[config.mk]
export PLATFORM = sky130hd
export DESIGN_NAME = ads1292_float_arbiter
export DESIGN_NICKNAME = d
export VERILOG_FILES = /design/src/rtl/ads1292_float_arbiter.sv
export SDC_FILE = /design/constraint.sdc
export NUM_CORES = 1
export LEC_CHECK = 0
export BUFFER_PORTS_ARGS = -buffer_cell sky130_fd_sc_hd__buf_2
export CAP_MARGIN = 10
export CORE_MARGIN = 3
export CORE_UTILIZATION = 44
export CTS_CLUSTER_SIZE = 24
export DETAILED_ROUTE_END_ITERATION = 10
export PLACE_DENSITY = 0.8
export SETUP_SLACK_MARGIN = 0.4
export SLEW_MARGIN = 20
export SYNTH_ARGS = -nofsm -noshare
export SYNTH_HDL_FRONTEND = slang
export SYNTH_SLANG_ARGS = --single-unit
export TNS_END_PERCENT = 100
[constraint.sdc]
create_clock -name i_CLK -period 2.1 [get_ports i_CLK]
set_input_delay 0.105 -clock i_CLK [delete_from_list [all_inputs] [get_ports i_CLK]]
set_output_delay 0.105 -clock i_CLK [all_outputs]
set_load 0.005 [all_outputs]
[src/rtl/ads1292_float_arbiter.sv]
// Round-robin arbiter sharing one float conversion/arithmetic unit (stb/ack
// handshake) between N_REQ requesters, with one transaction in flight at a time.
module ads1292_float_arbiter #(
  parameter int N_REQ       = 3,
  parameter int DATA_W      = 32,
  parameter int TIMEOUT_CYC = 255
) (
  input  logic                    i_CLK,
  input  logic                    i_RSTN,
  input  logic [N_REQ*DATA_W-1:0] i_REQ_A,
  input  logic [N_REQ-1:0]        i_REQ_STB,
  output logic [N_REQ-1:0]        o_REQ_ACK,
  output logic [DATA_W-1:0]       o_RSP_Z,
  output logic [N_REQ-1:0]        o_RSP_STB,
  input  logic [N_REQ-1:0]        i_RSP_ACK,
  output logic [DATA_W-1:0]       o_UNIT_A,
  output logic                    o_UNIT_A_STB,
  input  logic                    i_UNIT_A_ACK,
  input  logic [DATA_W-1:0]       i_UNIT_Z,
  input  logic                    i_UNIT_Z_STB,
  output logic                    o_UNIT_Z_ACK,
  output logic [((N_REQ > 1) ? $clog2(N_REQ) : 1)-1:0] o_GRANT,
  output logic                    o_BUSY,
  output logic                    o_TIMEOUT
);

  localparam int GRANT_W = (N_REQ > 1) ? $clog2(N_REQ) : 1;
  localparam logic [15:0] TO_LAST = 16'(TIMEOUT_CYC - 1);

  typedef enum logic [1:0] {ST_IDLE, ST_ISSUE, ST_WAIT_Z, ST_RETURN} state_t;

  state_t               state_reg, state_next;
  logic [GRANT_W-1:0]   last_reg, last_next;
  logic [GRANT_W-1:0]   grant_reg, grant_next;
  logic [DATA_W-1:0]    op_reg, op_next;
  logic [DATA_W-1:0]    rsp_z_reg, rsp_z_next;
  logic [N_REQ-1:0]     rsp_stb_reg, rsp_stb_next;
  logic [N_REQ-1:0]     req_ack_reg, req_ack_next;
  logic                 z_ack_reg, z_ack_next;
  logic                 timeout_reg, timeout_next;
  logic [15:0]          cnt_reg, cnt_next;

  logic [DATA_W-1:0]    req_a_arr [N_REQ];
  logic                 hi_found, lo_found, found;
  logic [GRANT_W-1:0]   hi_pick, lo_pick, pick;

  genvar gi;
  generate
    for (gi = 0; gi < N_REQ; gi++) begin : g_unpack
      assign req_a_arr[gi] = i_REQ_A[gi*DATA_W +: DATA_W];
    end
  endgenerate

  // Two-pass priority search: indices above the last grant win over those at or
  // below it; the descending loop leaves the lowest index of each pass selected.
  always_comb begin
    hi_found = 1'b0;
    lo_found = 1'b0;
    hi_pick  = '0;
    lo_pick  = '0;
    for (int j = N_REQ - 1; j >= 0; j--) begin
      if (i_REQ_STB[GRANT_W'(j)]) begin
        if (GRANT_W'(j) > last_reg) begin
          hi_found = 1'b1;
          hi_pick  = GRANT_W'(j);
        end else begin
          lo_found = 1'b1;
          lo_pick  = GRANT_W'(j);
        end
      end
    end
    found = hi_found | lo_found;
    pick  = hi_found ? hi_pick : lo_pick;
  end

  always_ff @(posedge i_CLK) begin
    if (!i_RSTN) begin
      state_reg   <= ST_IDLE;
      last_reg    <= GRANT_W'(N_REQ - 1);
      grant_reg   <= '0;
      op_reg      <= '0;
      rsp_z_reg   <= '0;
      rsp_stb_reg <= '0;
      req_ack_reg <= '0;
      z_ack_reg   <= 1'b0;
      timeout_reg <= 1'b0;
      cnt_reg     <= '0;
    end else begin
      state_reg   <= state_next;
      last_reg    <= last_next;
      grant_reg   <= grant_next;
      op_reg      <= op_next;
      rsp_z_reg   <= rsp_z_next;
      rsp_stb_reg <= rsp_stb_next;
      req_ack_reg <= req_ack_next;
      z_ack_reg   <= z_ack_next;
      timeout_reg <= timeout_next;
      cnt_reg     <= cnt_next;
    end
  end

  always_comb begin
    state_next   = state_reg;
    last_next    = last_reg;
    grant_next   = grant_reg;
    op_next      = op_reg;
    rsp_z_next   = rsp_z_reg;
    rsp_stb_next = rsp_stb_reg;
    req_ack_next = '0;
    z_ack_next   = 1'b0;
    timeout_next = 1'b0;
    cnt_next     = cnt_reg;
    case (state_reg)
      ST_IDLE: begin
        if (found) begin
          grant_next   = pick;
          op_next      = req_a_arr[pick];
          req_ack_next = N_REQ'(1) << pick;
          state_next   = ST_ISSUE;
        end
      end
      ST_ISSUE: begin
        if (i_UNIT_A_ACK) begin
          cnt_next   = '0;
          state_next = ST_WAIT_Z;
        end
      end
      ST_WAIT_Z: begin
        cnt_next = cnt_reg + 16'd1;
        // A result arriving on the last allowed cycle still beats the abort.
        if (i_UNIT_Z_STB) begin
          rsp_z_next   = i_UNIT_Z;
          z_ack_next   = 1'b1;
          rsp_stb_next = N_REQ'(1) << grant_reg;
          state_next   = ST_RETURN;
        end else if (cnt_reg == TO_LAST) begin
          timeout_next = 1'b1;
          z_ack_next   = 1'b1;
          last_next    = grant_reg;
          state_next   = ST_IDLE;
        end
      end
      ST_RETURN: begin
        if (i_RSP_ACK[grant_reg] && rsp_stb_reg[grant_reg]) begin
          rsp_stb_next = '0;
          last_next    = grant_reg;
          state_next   = ST_IDLE;
        end
      end
      default: state_next = ST_IDLE;
    endcase
  end

  assign o_REQ_ACK    = req_ack_reg;
  assign o_RSP_Z      = rsp_z_reg;
  assign o_RSP_STB    = rsp_stb_reg;
  assign o_UNIT_A     = op_reg;
  assign o_UNIT_A_STB = (state_reg == ST_ISSUE) && i_UNIT_A_ACK;
  assign o_UNIT_Z_ACK = z_ack_reg;
  assign o_GRANT      = grant_reg;
  assign o_BUSY       = (state_reg != ST_IDLE);
  assign o_TIMEOUT    = timeout_reg;

endmodule

==> flow_metrics.env, run 1 <==
export IMPL_fp_coreArea_um2=7930
export IMPL_p_sw_frac=0.249
export IMPL_holdPathStages=3
export IMPL_grt_overflow_total=0
export IMPL_r2r_start="cnt_reg[0]"
export IMPL_min_period_over_period=0.765
export IMPL_synthFlopType="dfxtp_1"
export IMPL_gp_congestion=0.838
export IMPL_cts_root_buffer_cell="clkbuf_8"
export IMPL_end_kind="flip-flop"
export IMPL_p_seq_frac=0.508
export IMPL_stdcell_area_um2=5010
export IMPL_synth_fa_ha_area_frac=0.00680
export IMPL_io_buffers=141
export IMPL_maxSlewViolCount=0
export IMPL_cp_cell_sequence="ha_1 > nand3b_4 > nor3_2 > mux2_2 > nor2b_1"
export IMPL_synthesis_area_um2=3680
export IMPL_cts_tree="yes"
export IMPL_syn_to_final_growth_pct=36.2
export IMPL_fp_dieW_um=97.4
export IMPL_nNetsFinal=733
export IMPL_ctsHtreeMaxLevel=3
export IMPL_cts_sinks=88
export IMPL_routed_via_density=4.89
export IMPL_slowest_stage="dfxtp_2"
export IMPL_clockBufferDepth=2
export IMPL_clk_pin_slew_ns=0.08
export IMPL_max_stage_delay_ns=0.41
export IMPL_critPathCapture="cnt_reg[8]"
export IMPL_final_cell_mix="nand2_1 (141), buf_2 (141), dfxtp_1 (84), a21boi_0 (56), dlygate4sd3_1 (36)"
export IMPL_p_leak_nw=2.31
export IMPL_ios=214
export IMPL_ys_ff_latch=88
export IMPL_cts_buffers=9
export IMPL_globalRouteTotalUtil=0.200
export IMPL_cp_arrival_ns=1.89
export IMPL_rsz0062_at_grt="yes"
export IMPL_clkPwrFrac=0.345
export IMPL_dp_hpwl_um=6560
export IMPL_fmax_mhz=623
export IMPL_insertion_delay_ns=0.35
export IMPL_critPathLaunchType="flip-flop"
export IMPL_post_route_cells_drive_above_1_share=0.299
export IMPL_fp_row_count=32
export IMPL_p_switching_w=0.000891
export IMPL_ir_drop_mv=0.379
export IMPL_setup_tns_final_ns=0
export IMPL_reg2reg_to="cnt_reg[8]"
export IMPL_maxUsedRoutingLayer="met4"
export IMPL_syn_avg_cell_area_um2=8.68
export IMPL_netlist_instances=424
export IMPL_comb_power_share=0.148
export IMPL_utilization=0.632
export IMPL_wl_per_cell_um=13.5
export IMPL_hold_viol_final=0
export IMPL_slew_headroom=0.553
export IMPL_ys_warnings_count=0
export IMPL_drt_iter0_drc=142
export IMPL_synth_compound_area_frac=0.188
export IMPL_synth_edf_count=0
export IMPL_routed_wl_um=9460
export IMPL_hold_class="in -> reg"
export IMPL_firstDrtPassIters=4
export IMPL_synth_simple_gate_area_frac=0.256
export IMPL_hp_start="i_REQ_A[61]"
export IMPL_diodes=0
export IMPL_synth_cell_types=48
export IMPL_antenna_found_initial=0
export IMPL_die_area_um2=9490
export IMPL_initial_utilization=0.464
export IMPL_grt_max_degree=45
export IMPL_internal_power_w=0.00269
export IMPL_rr_worst_depth=5
export IMPL_synthXorXnorAreaFrac=0
export IMPL_dpl_cell_area_um2=4410
export IMPL_grt_pass1_wl_um=15800
export IMPL_die_h_um=97.4
export IMPL_wl_met2_um=4180
export IMPL_worstPathRequired_ns=2.38
export IMPL_wl_met1_um=4310
export IMPL_async_reset_ff_frac=0
export IMPL_power_density_nw_per_um2=715
export IMPL_worst_r2r_setup_slack_ns=0.49
export IMPL_crit_start="cnt_reg[0]"
export IMPL_drc_errors=0
export IMPL_finClkSkew_ns=0.0117
export IMPL_grt_pass1_vias=3326
export IMPL_dr_wl_met3_um=790
export IMPL_tightest_slew_ns=0.670
export IMPL_synth_top_family_by_area="simple AND/OR/NAND/NOR gates"
export IMPL_vias=3425
export IMPL_fin_crit_ns=1.61
export IMPL_yosys_mux_area_fraction=0.0139
export IMPL_status="finished, final reports clean"
export IMPL_synth_yosys_seq_area_share=0.479
export IMPL_ant_nets=0
export IMPL_drv_cap=0
export IMPL_path_max_fanout=7
export IMPL_final_setup_viol_count=0
export IMPL_crit_type="reg -> reg"
[power by group through the flow]
stage | clock (W) | sequential [W] | combinational (W)
after floorplan | 0 | 0.00185 | 0.000261
after global placement | 0 | 0.00185 | 0.000457
after detailed placement | 0 | 0.00186 | 0.000469
after CTS | 0.00128 | 0.00182 | 0.000529
after global routing | 0.00136 | 0.00183 | 0.000592
final | 0.00124 | 0.00182 | 0.000529
[layer usage]
layer  vias to the layer above  GRT usage
met5                         -          0
met4                         0     0.0628
met3                        17     0.0589
met2                       137      0.324
met1                      1519      0.258
li1                       1752          -
[cell usage after synthesis (5+ instances only)]
cell type	instances	area, µm²
a21boi_1	11	82.6
buf_2	11	55.1
dfxtp_1	88	1760
a21boi_0	56	420
buf_4	5	37.5
nand3_1	12	60.1
inv_1	5	18.8
a21oi_1	9	45.0
clkbuf_1	10	37.5
nand2_1	141	529
o21ai_0	7	35.0
[logic make-up after synthesis]
kind of cell    Yosys count
compound gates           97
fa+ha+maj                 2
buf+inv                  37
flops                    88
mux                       5
other cells               1
simple gates            194
[how the worst min path moves through the flow]
stage / to / slack (ns)
floorplan: o_UNIT_Z_ACK / 0.22
global placement: o_RSP_Z[10] / 0.34
detailed placement: o_RSP_Z[11] / 0.35
CTS: o_RSP_Z[16] / 0.0007
global route: o_RSP_Z[16] / 0.001
finish: o_UNIT_A[29] / 0.01
[worst max-delay path: cells and delay by family (launching register included)]
kind | cells | cell delay (ns)
flip-flops | 1 | 0.41
adder cells (fa/ha/maj) | 1 | 0.25
AND/OR/NAND/NOR | 3 | 0.52
multiplexers | 1 | 0.36
[area by class of cell]
cell class                      count  area, µm²
Tap cell                          102        128
Clock buffer                       11        131
Multi-Input combinational cell    302       1730
Clock inverter                      5       81.3
Inverter                            5       18.8
Sequential cell                    88       1770
Timing Repair Buffer              187       1160
Fill cell                         667       2920
[stage by stage]
step | worst slack (ns) | hold WS, ns | total power (W) | instances
final | 0.494 | 0.0102 | 0.00358 | 700
after global routing | 0.375 | 0.00103 | 0.00378 | 700
after CTS | 0.401 | 0.000704 | 0.00363 | 700
after detailed placement | 0.388 | 0.352 | 0.00233 | 646
after global placement | 0.427 | 0.343 | 0.00231 | 646
after floorplan | 0.562 | 0.222 | 0.00212 | 427
[what timing repair did]
| action | 4_1_cts | 5_1_grt |
|---|---|---|
| resized for setup | 3 | 3 |
| hold endpoints to repair | 36 | 0 |
| buffers inserted | 2 | 0 |
| hold buffers | 36 | 0 |
| endpoints found under the setup margin | 4 | 11 |
(Power assumes the default switching activity.)
==> run 2, diff against run 1 <==
- clock period: 2.1 -> 1.6 ns (I/O delays scaled with it)
==> flow_metrics.env, run 2 (synthesis results as in run 1) <==
export IMPL_p_leak_nw=3.02
export IMPL_grt_pass1_wl_um=19200
export IMPL_final_cell_mix="buf_2 (140), nand2_1 (114), dfxtp_1 (74), dlygate4sd3_1 (64), a21boi_0 (34)"
export IMPL_hold_viol_final=0
export IMPL_layout_commonest_cell="buf_2"
export IMPL_vias=4108
export IMPL_path_max_fanout=6
export IMPL_cp_num_buf_inv=2
export IMPL_worst_r2r_setup_slack_ns=0.14
export IMPL_post_route_cells_drive_above_1_share=0.433
export IMPL_wl_per_cell_um=17.5
export IMPL_ant_nets=0
export IMPL_cts_tree="yes"
export IMPL_antenna_found_initial=0
export IMPL_crit_type="reg -> reg"
export IMPL_p_seq_frac=0.474
export IMPL_firstDrtPassIters=5
export IMPL_globalRouteTotalUtil=0.245
export IMPL_die_area_um2=9490
export IMPL_clk_pin_slew_ns=0.09
export IMPL_crit_family="compound AO/OA/AOI/OAI gates"
export IMPL_grt_max_degree=43
export IMPL_fp_dieW_um=97.4
export IMPL_routed_wl_um=13500
export IMPL_slew_headroom=0.597
export IMPL_slowest_stage="dfxtp_4"
export IMPL_dp_cells=650
export IMPL_comb_power_share=0.205
export IMPL_final_setup_viol_count=0
export IMPL_fp_row_count=32
export IMPL_min_to="state_reg[0]"
export IMPL_multi_input_area_um2=2070
export IMPL_clkPwrFrac=0.321
export IMPL_layout_cells_non_filler=771
export IMPL_internal_power_w=0.00364
export IMPL_p_sw_frac=0.272
export IMPL_holdPathStages=3
export IMPL_ir_drop_mv=0.538
export IMPL_maxSlewViolCount=0
export IMPL_status="finished, final reports clean"
export IMPL_layout_setup_ws_ns=0.136
export IMPL_dpl_cell_area_um2=4520
export IMPL_die_h_um=97.4
export IMPL_io_buffers=141
export IMPL_clockBufferDepth=2
export IMPL_post_place_ws_ns=0.0865
export IMPL_gp_congestion=0.845
export IMPL_cp_cell_sequence="buf_4 > nand3b_4 > buf_6 > o311ai_0 > a21boi_1"
export IMPL_finClkSkew_ns=0.0161
export IMPL_tightest_slew_ns=0.605
export IMPL_drv_cap=0
export IMPL_reg2reg_to="cnt_reg[6]"
export IMPL_worstPathRequired_ns=1.83
export IMPL_grt_overflow_total=0
export IMPL_critPathLaunchType="flip-flop"
export IMPL_grt_pass1_vias=3910
export IMPL_fp_coreArea_um2=7930
export IMPL_rsz0062_at_grt="yes"
export IMPL_hold_class="in -> reg"
export IMPL_setup_tns_final_ns=0
export IMPL_syn_to_final_growth_pct=70.0
export IMPL_fin_crit_ns=1.46
export IMPL_drc_errors=0
export IMPL_drt_iter0_drc=238
export IMPL_dp_hpwl_um=6580
export IMPL_hp_start="i_UNIT_A_ACK"
export IMPL_end_kind="flip-flop"
export IMPL_p_switching_w=0.00136
export IMPL_seqCellArea_um2=1810
export IMPL_rr_worst_depth=5
export IMPL_ctsHtreeMaxLevel=3
export IMPL_diodes=0
export IMPL_nNetsFinal=804
export IMPL_r2r_start="state_reg[0]"
export IMPL_routed_via_density=5.33
export IMPL_cp_arrival_ns=1.70
export IMPL_cts_buffers=9
export IMPL_initial_utilization=0.464
export IMPL_fmax_mhz=683
export IMPL_insertion_delay_ns=0.35
export IMPL_n_fill_cell=470
export IMPL_power_density_nw_per_um2=800
export IMPL_min_period_over_period=0.915
export IMPL_cts_sinks=88
export IMPL_stdcell_area_um2=6250
export IMPL_max_stage_delay_ns=0.39
export IMPL_cts_root_buffer_cell="clkbuf_8"
export IMPL_ios=214
run 2: how the worst max path moves through the flow:
stage	depth (start not counted)	end	slack (ns)	start
2_1_floorplan	4	cnt_reg[6]	0.31	cnt_reg[1]
3_5_place_dp	5	o_RSP_Z[20]	0.09	state_reg[1]
6_report	5	cnt_reg[6]	0.14	state_reg[0]
5_1_grt	5	cnt_reg[6]	0.08	state_reg[0]
4_1_cts	5	o_RSP_Z[29]	0.21	state_reg[0]
3_3_place_gp	4	o_RSP_STB[1]	0.13	state_reg[0]
run 2: stage by stage:
step	hold slack [ns]	utilization	power, W
global route	0.0945	0.789	0.00521
floorplan	0.197	-	0.00278
finish	0.0881	0.789	0.00500
global placement	0.320	0.570	0.00306
detailed placement	0.329	0.570	0.00309
CTS	0.0173	0.727	0.00489
run 2: final cells by class:
type	count	share of cell area
Tap cell	102	0.0204
Inverter	5	0.00300
Multi-Input combinational cell	302	0.331
Clock buffer	12	0.0248
Clock inverter	4	0.00820
Sequential cell	88	0.290
Timing Repair Buffer	258	0.323
run 2: power groups by stage:
stage | logic [W] | registers, W | clock network, W
global route | 0.00110 | 0.00239 | 0.00173
CTS | 0.000879 | 0.00238 | 0.00163
global placement | 0.000620 | 0.00244 | 0
floorplan | 0.000344 | 0.00244 | 0
finish | 0.00102 | 0.00237 | 0.00161
detailed placement | 0.000636 | 0.00245 | 0
run 2: routing by layer:
| layer | wire, µm | global-route usage |
|---|---|---|
| met3 | 1040 | 0.0646 |
| met4 | 267 | 0.0767 |
| met2 | 6770 | 0.407 |
| met5 | 0 | 0 |
| met1 | 5420 | 0.312 |
run 2: worst register-to-register path, cell delays in order (launching register included):
cell and delay, ns:
dfxtp_4 0.39, buf_4 0.15, nand3b_4 0.19, buf_6 0.15, o311ai_0 0.36, a21boi_1 0.12
run 2: timing repair:
action / in CTS / in global routing
pin swaps: 14 / 39
hold endpoints to repair: 63 / 1
buffers inserted: 21 / 13
gates resized for setup: 49 / 99
hold buffers: 63 / 1
setup endpoints to repair: 77 / 58
gates cloned: 5 / 2
==> run 3, diff against run 2 <==
- ABC_AREA: unset -> 1
- CORE_UTILIZATION: 44 -> 43
==> flow_metrics.env, run 3 <==
export IMPL_status="finished, final reports clean"
export IMPL_cts_tree="yes"
export IMPL_cts_sinks=88
export IMPL_cp_num_buf_inv=1
export IMPL_worstPathRequired_ns=1.89
export IMPL_end_kind="flip-flop"
export IMPL_n_fill_cell=533
export IMPL_ys_ff_latch=88
export IMPL_holdPathStages=3
export IMPL_finClkSkew_ns=0.0108
export IMPL_wl_per_cell_um=15.6
export IMPL_post_place_ws_ns=0.164
export IMPL_max_stage_delay_ns=0.41
export IMPL_reg2reg_to="cnt_reg[13]"
export IMPL_crit_type="reg -> reg"
export IMPL_cts_root_buffer_cell="clkbuf_8"
export IMPL_power_density_nw_per_um2=1180
export IMPL_netlist_instances=487
export IMPL_synthesis_area_um2=3510
export IMPL_hold_class="in -> reg"
export IMPL_synth_yosys_seq_area_share=0.502
export IMPL_ant_nets=0
export IMPL_final_cell_mix="buf_2 (141), nand2_1 (114), nor2_1 (86), dfxtp_1 (76), dlygate4sd3_1 (65)"
export IMPL_insertion_delay_ns=0.37
export IMPL_synthTopCellsByArea="dfxtp_1 (50%), nand2_1 (14%), nor2_1 (9.7%)"
export IMPL_worst_r2r_setup_slack_ns=0.26
export IMPL_syn_avg_cell_area_um2=7.21
export IMPL_synth_edf_count=0
export IMPL_yosys_top_cells_count="nand2_1 (128), nor2_1 (91), dfxtp_1 (88)"
export IMPL_drc_errors=0
export IMPL_synthFlopType="dfxtp_1"
export IMPL_grt_pass1_wl_um=18000
export IMPL_seqCellArea_um2=1800
export IMPL_synth_most_common_cell="nand2_1"
export IMPL_cp_cell_sequence="nand3_2 > nor2_4 > buf_4 > nand3_1 > nand2_1 > nand3_2 > a21oi_1"
export IMPL_initial_utilization=0.450
export IMPL_rsz0062_at_grt="yes"
export IMPL_multi_input_area_um2=1680
export IMPL_routed_wl_um=12800
export IMPL_maxSlewViolCount=0
export IMPL_clk_pin_slew_ns=0.09
export IMPL_io_buffers=141
export IMPL_hold_viol_final=0
export IMPL_ctsHtreeMaxLevel=3
export IMPL_fp_coreArea_um2=7810
export IMPL_drv_cap=0
export IMPL_path_max_fanout=6
export IMPL_fp_dieW_um=96.4
export IMPL_cp_arrival_ns=1.63
export IMPL_setup_tns_final_ns=0
export IMPL_hold_worst_slack_ns=0.0704
export IMPL_hp_start="i_RSTN"
export IMPL_synth_top_area_frac=0.502
export IMPL_cts_buffers=9
export IMPL_crit_family="simple AND/OR/NAND/NOR gates"
export IMPL_layout_commonest_cell="buf_2"
export IMPL_post_route_cells_drive_above_1_share=0.343
export IMPL_min_to="cnt_reg[2]"
export IMPL_diodes=0
export IMPL_fmax_mhz=747
export IMPL_dp_hpwl_um=6250
export IMPL_syn_to_final_growth_pct=60.2
export IMPL_globalRouteTotalUtil=0.250
export IMPL_grt_overflow_total=0
export IMPL_ios=214
export IMPL_die_h_um=96.4
export IMPL_vias=4243
export IMPL_ir_drop_mv=0.777
export IMPL_r2r_start="cnt_reg[2]"
export IMPL_grt_pass1_vias=4001
export IMPL_drt_iter0_drc=306
export IMPL_critPathLaunchType="flip-flop"
export IMPL_ys_warnings_count=0
export IMPL_die_area_um2=9290
export IMPL_clockBufferDepth=2
export IMPL_antenna_found_initial=0
export IMPL_final_setup_viol_count=0
export IMPL_routed_via_density=5.19
export IMPL_firstDrtPassIters=7
export IMPL_min_period_over_period=0.837
export IMPL_synth_cell_types=25
export IMPL_yosysTopAreaCell="dfxtp_1"
export IMPL_async_reset_ff_frac=0
export IMPL_p_leak_nw=2.57
export IMPL_cp_common_cell="nand3_2"
export IMPL_rr_worst_depth=7
export IMPL_fp_row_count=32
export IMPL_slowest_stage="dfxtp_4"
export IMPL_grt_max_degree=38
export IMPL_fin_crit_ns=1.34
export IMPL_nNetsFinal=850
export IMPL_path_depth=7
export IMPL_layout_setup_ws_ns=0.261
export IMPL_gp_congestion=0.836
==> run 3: cell count changes after synthesis, moves of 11 or more <==
cell	change
a21boi_0	-56
a21boi_1	-11
a21oi_1	+39
inv_1	+20
nand2_1	-13
nor2_1	+88
o21ai_0	+28
==> run 3: worst max-delay path by stage <==
stage,start,endpoint
after CTS,state_reg[1],cnt_reg[12]
after global routing,state_reg[1],state_reg[1]
after global placement,state_reg[1],o_RSP_Z[5]
after floorplan,cnt_reg[1],cnt_reg[6]
after detailed placement,state_reg[1],o_RSP_Z[13]
final,cnt_reg[2],cnt_reg[13]
==> run 3: logic make-up after synthesis <==
family,Yosys count,synth area share
AOI/OAI and AO/OA,88,0.127
xor gates and xnor gates,1,0.00250
adders and majority gates,2,0.00713
buffers and inverters,57,0.0745
DFF,88,0.502
other,1,0.00107
and+or+nand+nor,250,0.286
==> run 3: repair_timing <==
action	CTS	global route
endpoints found under the setup margin	86	86
pin swaps	15	20
setup buffers	13	5
endpoints found under the hold margin	65	0
gates cloned	1	3
hold buffers	65	0
resized for setup	45	44
==> run 3: report_power, final <==
group	total [W]	internal, W	switching [W]
Sequential	0.00279	0.00256	0.000227
Clock	0.00162	0.000780	0.000842
Combinational	0.00225	0.00102	0.00123
==> run 3: worst reg2reg max path, delay by kind of cell, from the launching register on <==
family	cells	cell delay [ns]
AO/OA/AOI/OAI	1	0.13
AND/OR/NAND/NOR	5	0.60
flip-flops	1	0.41
buffers and inverters	1	0.14
==> run 3: final cells by class <==
| class | instances | share of cell area |
|---|---|---|
| flip-flops and latches | 88 | 0.319 |
| multi-input cells | 345 | 0.299 |
| repair buffers | 234 | 0.297 |
| clock buffers | 11 | 0.0251 |
| inverters | 31 | 0.0240 |
| well taps | 102 | 0.0227 |
| clock inverters | 5 | 0.0113 |
| repair inverters | 1 | 0.00111 |
==> run 3: through the flow <==
step | instance area (µm²) | util | std cells | total power, W
floorplan | 3520 | - | 490 | 0.00367
global placement | 4290 | 0.549 | 714 | 0.00426
detailed placement | 4290 | 0.549 | 714 | 0.00431
CTS | 5390 | 0.690 | 809 | 0.00627
global route | 5620 | 0.720 | 817 | 0.00697
finish | 5620 | 0.720 | 817 | 0.00666
==> run 3: per-layer routing <==
layer | track usage | vias up | part of all wire
li1 | - | 1986 | -
met1 | 0.270 | 1955 | 0.37
met2 | 0.428 | 246 | 0.50
met3 | 0.0868 | 56 | 0.088
met4 | 0.132 | 0 | 0.041
met5 | 0 | - | 0
